==> config.mk <==
export PLATFORM = sky130hd
export DESIGN_NAME = layer_compositor_flat
export DESIGN_NICKNAME = d
export VERILOG_FILES = /design/src/rtl/layer_compositor_if.sv /design/src/rtl/layer_compositor.sv /design/src/flat_wrapper.sv
export SDC_FILE = /design/constraint.sdc
export NUM_CORES = 1
export LEC_CHECK = 0
export BUFFER_PORTS_ARGS = -buffer_cell sky130_fd_sc_hd__clkbuf_2
export CAP_MARGIN = 5
export CORE_AREA = 8 8 144 146
export CTS_BUF_LIST = sky130_fd_sc_hd__clkbuf_8
export DETAILED_ROUTE_END_ITERATION = 8
export DIE_AREA = 0 0 152 154
export PLACE_DENSITY = 0.76
export REMOVE_ABC_BUFFERS = 1
export SLEW_MARGIN = 20
export SYNTH_ARGS = -nofsm -noshare
export SYNTH_HDL_FRONTEND = slang
export SYNTH_SLANG_ARGS = --single-unit
==> constraint.sdc <==
create_clock -name vga_clk -period 6.9 [get_ports vga_clk]
set_clock_uncertainty 0.05 [all_clocks]
set_input_delay 0.69 -clock vga_clk [delete_from_list [all_inputs] [get_ports vga_clk]]
set_output_delay 0.69 -clock vga_clk [all_outputs]
set_load 0.05 [all_outputs]
==> src/rtl/layer_compositor_if.sv <==
// -----------------------------------------------------------------------------
// layer_compositor_if
// Pixel-path bundle for the VGA layer compositor. The clock and reset stay
// plain ports on the compositor; everything else travels through this bundle.
//
//   Pixel stream   : x_pos, y_pos, frame_start       (stream source -> compositor)
//   Window config  : win_x0/x1/y0/y1, layer_en, layer_key_en
//   Fetched data   : layer_data, bg_data             (PIPE_LAT after coordinates)
//   Dim control    : dim_req, keep_x0/x1/y0/y1
//   Results        : vga_out, hit_layer, dim_level   (compositor -> DAC side)
//
// Modports: master = the side feeding coordinates/data and consuming results,
//           slave  = the compositor itself.
// -----------------------------------------------------------------------------
interface layer_compositor_if #(
  parameter int N_LAYERS = 4,
  parameter int COORD_W  = 10
);
  localparam int HIT_W = $clog2(N_LAYERS + 1);

  logic [COORD_W-1:0]          x_pos;
  logic [COORD_W-1:0]          y_pos;
  logic                        frame_start;
  logic [N_LAYERS*COORD_W-1:0] win_x0;
  logic [N_LAYERS*COORD_W-1:0] win_x1;
  logic [N_LAYERS*COORD_W-1:0] win_y0;
  logic [N_LAYERS*COORD_W-1:0] win_y1;
  logic [N_LAYERS-1:0]         layer_en;
  logic [N_LAYERS-1:0]         layer_key_en;
  logic [N_LAYERS*24-1:0]      layer_data;
  logic [23:0]                 bg_data;
  logic                        dim_req;
  logic [COORD_W-1:0]          keep_x0;
  logic [COORD_W-1:0]          keep_x1;
  logic [COORD_W-1:0]          keep_y0;
  logic [COORD_W-1:0]          keep_y1;
  logic [23:0]                 vga_out;
  logic [HIT_W-1:0]            hit_layer;
  logic [7:0]                  dim_level;

  modport master (
    output x_pos, y_pos, frame_start,
    output win_x0, win_x1, win_y0, win_y1, layer_en, layer_key_en,
    output layer_data, bg_data,
    output dim_req, keep_x0, keep_x1, keep_y0, keep_y1,
    input  vga_out, hit_layer, dim_level
  );

  modport slave (
    input  x_pos, y_pos, frame_start,
    input  win_x0, win_x1, win_y0, win_y1, layer_en, layer_key_en,
    input  layer_data, bg_data,
    input  dim_req, keep_x0, keep_x1, keep_y0, keep_y1,
    output vga_out, hit_layer, dim_level
  );
endinterface

==> src/rtl/layer_compositor.sv <==
// -----------------------------------------------------------------------------
// layer_compositor
// Merges a background pixel stream with N_LAYERS rectangular overlay windows
// (index 0 = highest priority, optional per-layer luma key) and dims every
// pixel outside a keep-out rectangle by a frame-synchronous dim level.
//
// Ports:
//   vga_clk  in  pixel clock
//   reset    in  synchronous, active-high
//   bus      layer_compositor_if.slave (coordinates, window config, fetched
//            data, dim control in; vga_out / hit_layer / dim_level out)
//
// Pipeline (coordinates at cycle 0):
//   stage A : window / keep-out compares, registered, then delayed so the
//             per-pixel tag lines up with data arriving at cycle PIPE_LAT
//   stage B : priority + key selection  } combinational, one register into
//   stage C : keep-out dimming          } vga_out/hit_layer -> PIPE_LAT+1
//
// Build option: define LAYER_COMPOSITOR_FADE_EN for the four-state fade FSM;
// without it dim_level jumps to DIM_MAX / 0 at each frame_start.
// -----------------------------------------------------------------------------
module layer_compositor #(
  parameter int         N_LAYERS   = 4,
  parameter int         COORD_W    = 10,
  parameter int         PIPE_LAT   = 2,
  parameter logic [7:0] KEY_THRESH = 8'h40,
  parameter int         DIM_MAX    = 40,
  parameter int         DIM_STEP   = 4
) (
  input  logic               vga_clk,
  input  logic               reset,
  layer_compositor_if.slave  bus
);
  localparam int HIT_W = $clog2(N_LAYERS + 1);

  // Per-pixel decisions made at stage A and carried alongside the fetch.
  // The key enable travels with the hit so all per-pixel config is sampled
  // together with the coordinates.
  typedef struct packed {
    logic [N_LAYERS-1:0] hit;
    logic [N_LAYERS-1:0] key_en;
    logic                keep;
  } tag_t;

  // ---------------------------------------------------------------------------
  // Stage A: window and keep-out compares
  // ---------------------------------------------------------------------------
  tag_t tag_a;

  // NOTE: every signal driven from always_comb gets a default at the top of
  // the block, so no path leaves it unassigned and no latch is inferred.
  always_comb begin
    tag_a        = '0;
    tag_a.key_en = bus.layer_key_en;
    // An inverted window (x0>x1 or y0>y1) fails one of the two bounds for
    // every coordinate, so it never hits without any special casing.
    for (int i = 0; i < N_LAYERS; i++) begin
      tag_a.hit[i] = bus.layer_en[i]
                  && (bus.x_pos >= bus.win_x0[i*COORD_W +: COORD_W])
                  && (bus.x_pos <= bus.win_x1[i*COORD_W +: COORD_W])
                  && (bus.y_pos >= bus.win_y0[i*COORD_W +: COORD_W])
                  && (bus.y_pos <= bus.win_y1[i*COORD_W +: COORD_W]);
    end
    tag_a.keep = (bus.x_pos >= bus.keep_x0) && (bus.x_pos <= bus.keep_x1)
              && (bus.y_pos >= bus.keep_y0) && (bus.y_pos <= bus.keep_y1);
  end

  // Element 0 is the stage A register; element PIPE_LAT-1 is aligned with
  // the fetched data.
  tag_t tag_q [PIPE_LAT];

  // NOTE: the delay line is a handful of flops, not a memory, so it is cleared
  // on reset; stale hits must not leak into the first pixels after release.
  always_ff @(posedge vga_clk) begin
    if (reset) begin
      for (int s = 0; s < PIPE_LAT; s++) tag_q[s] <= '0;
    end else begin
      // NOTE: non-blocking assignments make every stage sample the previous
      // stage's old value, which is what turns this into a shift register.
      tag_q[0] <= tag_a;
      for (int s = 1; s < PIPE_LAT; s++) tag_q[s] <= tag_q[s-1];
    end
  end

  tag_t tag_b;
  assign tag_b = tag_q[PIPE_LAT-1];

  // ---------------------------------------------------------------------------
  // Stage B: priority selection with luma keying
  // ---------------------------------------------------------------------------
  function automatic logic is_dark(input logic [23:0] px);
    return (px[23:16] <= KEY_THRESH) && (px[15:8] <= KEY_THRESH)
        && (px[7:0] <= KEY_THRESH);
  endfunction

  logic [23:0]      pix_sel;
  logic [HIT_W-1:0] idx_sel;

  always_comb begin
    pix_sel = bus.bg_data;
    idx_sel = HIT_W'(N_LAYERS);
    // Walk from lowest to highest priority so the lowest opaque index wins.
    for (int i = N_LAYERS - 1; i >= 0; i--) begin
      if (tag_b.hit[i]
          && !(tag_b.key_en[i] && is_dark(bus.layer_data[i*24 +: 24]))) begin
        pix_sel = bus.layer_data[i*24 +: 24];
        idx_sel = HIT_W'(i);
      end
    end
  end

  // ---------------------------------------------------------------------------
  // Stage C: keep-out dimming and output register
  // ---------------------------------------------------------------------------
  logic [7:0] dim_q, dim_d;

  function automatic logic [7:0] sat_sub(input logic [7:0] ch, input logic [7:0] d);
    return (ch > d) ? ch - d : 8'd0;
  endfunction

  logic [23:0]      vga_d, vga_q;
  logic [HIT_W-1:0] hit_d, hit_q;

  always_comb begin
    hit_d = idx_sel;
    vga_d = pix_sel;
    if (!tag_b.keep) begin
      vga_d = {sat_sub(pix_sel[23:16], dim_q),
               sat_sub(pix_sel[15:8],  dim_q),
               sat_sub(pix_sel[7:0],   dim_q)};
    end
  end

  always_ff @(posedge vga_clk) begin
    if (reset) begin
      vga_q <= '0;
      hit_q <= HIT_W'(N_LAYERS);
    end else begin
      vga_q <= vga_d;
      hit_q <= hit_d;
    end
  end

  assign bus.vga_out   = vga_q;
  assign bus.hit_layer = hit_q;
  assign bus.dim_level = dim_q;

  // ---------------------------------------------------------------------------
  // Dim level control: only ever changes in a frame_start cycle
  // ---------------------------------------------------------------------------
`ifdef LAYER_COMPOSITOR_FADE_EN
  typedef enum logic [1:0] {
    IDLE     = 2'd0,
    FADE_IN  = 2'd1,
    HOLD     = 2'd2,
    FADE_OUT = 2'd3
  } fade_state_e;

  localparam logic [8:0] MAX9  = 9'(DIM_MAX);
  localparam logic [8:0] STEP9 = 9'(DIM_STEP);

  fade_state_e state_q, state_d;

  // Nine-bit sum so level+STEP cannot wrap before the clamp.
  logic [8:0] sum_up;
  logic [7:0] lvl_up, lvl_dn;

  always_comb begin
    sum_up = {1'b0, dim_q} + STEP9;
    lvl_up = (sum_up > MAX9) ? MAX9[7:0] : sum_up[7:0];
    lvl_dn = (dim_q > STEP9[7:0]) ? dim_q - STEP9[7:0] : 8'd0;
  end

  always_ff @(posedge vga_clk) begin
    if (reset) begin
      state_q <= IDLE;
      dim_q   <= '0;
    end else begin
      state_q <= state_d;
      dim_q   <= dim_d;
    end
  end

  // A step down that lands on zero goes straight to IDLE from any state.
  always_comb begin
    state_d = state_q;
    dim_d   = dim_q;
    if (bus.frame_start) begin
      unique case (state_q)
        IDLE: begin
          if (bus.dim_req) begin
            state_d = FADE_IN;
            dim_d   = lvl_up;
          end
        end
        FADE_IN: begin
          if (bus.dim_req) begin
            dim_d = lvl_up;
            if (lvl_up == MAX9[7:0]) state_d = HOLD;
          end else begin
            dim_d   = lvl_dn;
            state_d = (lvl_dn == 8'd0) ? IDLE : FADE_OUT;
          end
        end
        HOLD: begin
          if (!bus.dim_req) begin
            dim_d   = lvl_dn;
            state_d = (lvl_dn == 8'd0) ? IDLE : FADE_OUT;
          end
        end
        FADE_OUT: begin
          if (bus.dim_req) begin
            dim_d   = lvl_up;
            state_d = FADE_IN;
          end else begin
            dim_d   = lvl_dn;
            state_d = (lvl_dn == 8'd0) ? IDLE : FADE_OUT;
          end
        end
        default: begin
          state_d = IDLE;
          dim_d   = '0;
        end
      endcase
    end
  end
`else
  always_comb begin
    dim_d = dim_q;
    if (bus.frame_start) dim_d = bus.dim_req ? 8'(DIM_MAX) : 8'd0;
  end

  always_ff @(posedge vga_clk) begin
    if (reset) dim_q <= '0;
    else       dim_q <= dim_d;
  end
`endif

endmodule

==> src/flat_wrapper.sv <==
// flat-port wrapper written by rule: the top's interface ports become plain ports
module layer_compositor_flat 
#(
  parameter int         N_LAYERS   = 4,
  parameter int         COORD_W    = 10,
  parameter int         PIPE_LAT   = 2,
  parameter logic [7:0] KEY_THRESH = 8'h40,
  parameter int         DIM_MAX    = 40,
  parameter int         DIM_STEP   = 4
)
  (vga_clk, reset, bus_x_pos, bus_y_pos, bus_frame_start, bus_win_x0, bus_win_x1, bus_win_y0, bus_win_y1, bus_layer_en, bus_layer_key_en, bus_layer_data, bus_bg_data, bus_dim_req, bus_keep_x0, bus_keep_x1, bus_keep_y0, bus_keep_y1, bus_vga_out, bus_hit_layer, bus_dim_level);
  layer_compositor_if #(.N_LAYERS(N_LAYERS), .COORD_W(COORD_W)) bus_i ();
  input  logic vga_clk;
  input  logic reset;
  input wire logic [$bits(bus_i.x_pos)-1:0] bus_x_pos;
  input wire logic [$bits(bus_i.y_pos)-1:0] bus_y_pos;
  input wire logic [$bits(bus_i.frame_start)-1:0] bus_frame_start;
  input wire logic [$bits(bus_i.win_x0)-1:0] bus_win_x0;
  input wire logic [$bits(bus_i.win_x1)-1:0] bus_win_x1;
  input wire logic [$bits(bus_i.win_y0)-1:0] bus_win_y0;
  input wire logic [$bits(bus_i.win_y1)-1:0] bus_win_y1;
  input wire logic [$bits(bus_i.layer_en)-1:0] bus_layer_en;
  input wire logic [$bits(bus_i.layer_key_en)-1:0] bus_layer_key_en;
  input wire logic [$bits(bus_i.layer_data)-1:0] bus_layer_data;
  input wire logic [$bits(bus_i.bg_data)-1:0] bus_bg_data;
  input wire logic [$bits(bus_i.dim_req)-1:0] bus_dim_req;
  input wire logic [$bits(bus_i.keep_x0)-1:0] bus_keep_x0;
  input wire logic [$bits(bus_i.keep_x1)-1:0] bus_keep_x1;
  input wire logic [$bits(bus_i.keep_y0)-1:0] bus_keep_y0;
  input wire logic [$bits(bus_i.keep_y1)-1:0] bus_keep_y1;
  output wire logic [$bits(bus_i.vga_out)-1:0] bus_vga_out;
  output wire logic [$bits(bus_i.hit_layer)-1:0] bus_hit_layer;
  output wire logic [$bits(bus_i.dim_level)-1:0] bus_dim_level;
  assign bus_i.x_pos = bus_x_pos;
  assign bus_i.y_pos = bus_y_pos;
  assign bus_i.frame_start = bus_frame_start;
  assign bus_i.win_x0 = bus_win_x0;
  assign bus_i.win_x1 = bus_win_x1;
  assign bus_i.win_y0 = bus_win_y0;
  assign bus_i.win_y1 = bus_win_y1;
  assign bus_i.layer_en = bus_layer_en;
  assign bus_i.layer_key_en = bus_layer_key_en;
  assign bus_i.layer_data = bus_layer_data;
  assign bus_i.bg_data = bus_bg_data;
  assign bus_i.dim_req = bus_dim_req;
  assign bus_i.keep_x0 = bus_keep_x0;
  assign bus_i.keep_x1 = bus_keep_x1;
  assign bus_i.keep_y0 = bus_keep_y0;
  assign bus_i.keep_y1 = bus_keep_y1;
  assign bus_vga_out = bus_i.vga_out;
  assign bus_hit_layer = bus_i.hit_layer;
  assign bus_dim_level = bus_i.dim_level;
  layer_compositor #(.N_LAYERS(N_LAYERS), .COORD_W(COORD_W), .PIPE_LAT(PIPE_LAT), .KEY_THRESH(KEY_THRESH), .DIM_MAX(DIM_MAX), .DIM_STEP(DIM_STEP)) u_core (.vga_clk(vga_clk), .reset(reset), .bus(bus_i));
endmodule
==> impl_metrics.py <==
metrics = {
    "floorplanning": {
        "die_w_um": 152,
        "rows": 50,
        "fp.dieH_um": 154,
        "boundaryPins": 387,
        "core_area_um2": 18500,
        "die-area_um2": 23400,
        "initial_core_util": 0.434,
    },
    "clock_tree": {
        "cts_hold_buffers": 0,
        "cts_resized": 0,
        "cts_num_sinks": 46,
        "cts_root_buf": "clkbuf_8",
        "clk_latency_ns": 0.31,
        "cts_inserted_buffers": 5,
        "cts_htree_levels": 2,
        "path_clk_slew_ns": 0.09,
        "cts_tree": "done",
        "cts.path.max_buffers": 2,
        "cts_setup_buffers": 0,
    },
    "flow_run": {
        "cap_violations": 0,
    },
    "routing": {
        "drt-total-wl_um": 32000,
        "highest_layer": "met4",
        "drcViolationCount": 0,
        "dr_wl_met2_um": 15900,
        "vias": 9052,
        "vias_per_cell": 5.55,
        "wl_met1_um": 12300,
        "first_iter_violations": 407,
        "postRouteAntennaNets": 0,
        "dr.pass1.iters": 5,
        "wl_per_cell_um": 19.6,
        "met3_length_um": 2510,
    },
    "timing": {
        "slew-limit-headroom": 0.560,
        "rsz0062_at_grt": "false",
        "timing.fmax_mhz": 222,
        "min_period_ns": 4.50,
        "maxSlewViolCount": 0,
        "finalCritPeriodShare": 0.653,
        "finalSetupTns_ns": 0,
        "setup_violations": 0,
        "worstMarginPinSlew_ns": 0.651,
        "hold_viol_final": 0,
    },
    "placement": {
        "place_inst": 1624,
        "dp_hpwl_um": 28100,
        "gp_congestion": 0.978,
        "io_buffers": 380,
    },
    "cells_and_area": {
        "regArea_um2": 921,
        "layout-drive-gt1-share": 0.298,
        "final_util": 0.554,
        "layout.cells.non_filler": 1632,
        "n_antenna_cell": 0,
        "fillers": 1784,
        "synthToLayoutAreaGrowth_pct": 27.7,
        "final_nets": 1956,
        "multi_input_area_um2": 6230,
    },
    "setup_path": {
        "slowest_stage": "nor4b_1",
        "crit_arrival_ns": 4.64,
        "start_kind": "input port",
        "critical_path_required_ns": 7.04,
        "worstSetupPathType": "in2reg",
        "path_cells": "clkbuf_2 -> nor4b_1 -> nand3_1 -> o31ai_4 -> buf_4 -> mux2i_1 -> a211oi_1 -> a21oi_1 -> nor2_1 -> a21oi_1 -> ha_1 -> nor4b_1 -> nor3_4 -> a211oi_2 -> nor3_1",
        "cp_slowest_stage_delay_ns": 0.60,
        "reg2reg_slack_ns": 2.61,
        "crit_fanout": 23,
        "end_kind": "register",
    },
    "yosys": {
        "yosys-top-cells-area": "ha_1 (32%), dfxtp_1 (11%), inv_1 (9.0%)",
        "synth_ff_type": "dfxtp_1",
        "synthCells": 1029,
        "seq_area_frac_synth": 0.115,
        "yosys.area_share.simple": 0.141,
        "yosysMostFrequentCell": "ha_1",
        "synth_fa_ha_area_frac": 0.323,
        "ys_types": 70,
        "async_flop_share": 0,
        "synth_warnings": 0,
        "post-synth-top-area-cell": "ha_1",
        "syn_area_um2": 8010,
        "synthMuxAreaShare": 0.0175,
        "ys_ff_latch": 46,
        "synth-compound-area-share": 0.284,
        "yosys-top-cells-count": "ha_1 (207), inv_1 (192), a21o_1 (75)",
        "syn_area_per_cell_um2": 7.79,
        "synth_top_cell_area_share": 0.323,
        "synth_top_family_by_area": "adder cells",
        "synth_edf_count": 0,
        "synth_xor_xnor_area_share": 0.00765,
    },
    "run_status": {
        "status": "completed",
    },
    "global_route": {
        "grt_pass1_vias": 9357,
        "grt_max_degree": 46,
        "grt_pass1_wl_um": 49500,
        "grtUsageTotal": 0.261,
        "grt_overflow": 0,
        "antenna_found_initial": 0,
    },
    "power_and_ir_drop": {
        "p_leak_uw": 0.00620,
        "ir_drop_mv": 0.0673,
        "powerDensity_nw_per_um2": 106,
    },
    "min_path": {
        "min_path_type": "reg2reg",
    },
}
-- final timing paths --
path	start	to	cells past startpoint
worst min-delay path	u_core.tag_q[0][5]	u_core.tag_q[0][14]	1
worst max register to register	u_core.tag_q[0][13]	u_core.bus.vga_out[14]	14
worst max-delay path	bus_layer_data[95]	u_core.bus.vga_out[14]	15
worst min register to register	u_core.tag_q[0][5]	u_core.tag_q[0][14]	1
-- metal layers --
metal  vias to the layer above  track usage
met1                      4085        0.284
met2                       454        0.477
met4                         0        0.115
li1                       4446            -
met5                         -            0
met3                        67       0.0611
-- cells by family after synthesis --
| kind of cell | after synthesis |
|---|---|
| simple gates | 215 |
| xor+xnor | 7 |
| mux | 14 |
| fa+ha+maj | 207 |
| compound gates | 315 |
| other cells | 1 |
| buf+inv | 224 |
| flops | 46 |
-- registers in the layout, summed over array words and instances, names as in the netlist --
| name | count |
|---|---|
| u_core.bus.vga_out | 24 |
| u_core.tag_q | 18 |
| u_core.bus.hit_layer | 3 |
| u_core.bus.dim_level | 1 |
-- layout by cell type, fill, tap and decap left out, drive strengths merged, types with 4 or more instances in the layout --
cell and n:
nor2 54, o311a 6, o41ai 4, nor3 18, nand2 46, nor4 7, mux2i 14, clkbuf 385
o31ai 8, o211ai 7, conb 6, a21o 75, nand4 22, o31a 12, dfxtp 46, a211oi 21
inv 194, nor2b 22, nand2b 12, a22oi 5, ha 207, xor2 4, a31oi 14, o21a 12
buf 8, nand3 6, a21oi 62, or4 9, a2111oi 7, o32a 4, a221oi 8, o21ai 45
-- layout make-up --
cell class	count	area share
Clock buffer	5	0.00673
Sequential cell	46	0.0900
Inverter	192	0.0704
Clock inverter	3	0.00367
Timing Repair Buffer	388	0.192
Multi-Input combinational cell	764	0.609
Tap cell	234	0.0286
-- stage by stage --
stage | total power (uW) | hold WS (ns) | worst slack, ns | cell area [um2]
2_1_floorplan | 645 | 0.364 | 2.16 | 7860
3_3_place_gp | 873 | 0.367 | 2.14 | 10100
3_5_place_dp | 887 | 0.372 | 2.08 | 10100
4_1_cts | 1090 | 0.392 | 2.40 | 10200
5_1_grt | 1170 | 0.412 | 2.09 | 10200
6_report | 1090 | 0.391 | 2.40 | 10200
-- power by group --
part	switching [uW]	internal [uW]	total, uW
logic	337	252	589
registers	10.4	284	295
clock network	95.8	106	201
-- worst max-delay path: cells and delay by family --
kind                     cells  cell delay (ns)
buffers and inverters        2             0.48
multiplexers                 1             0.23
AND/OR/NAND/NOR              6             1.73
adder cells (fa/ha/maj)      1             0.25
AO/OA/AOI/OAI                5             1.26
No activity file was read; power rests on OpenSTA's default activity.
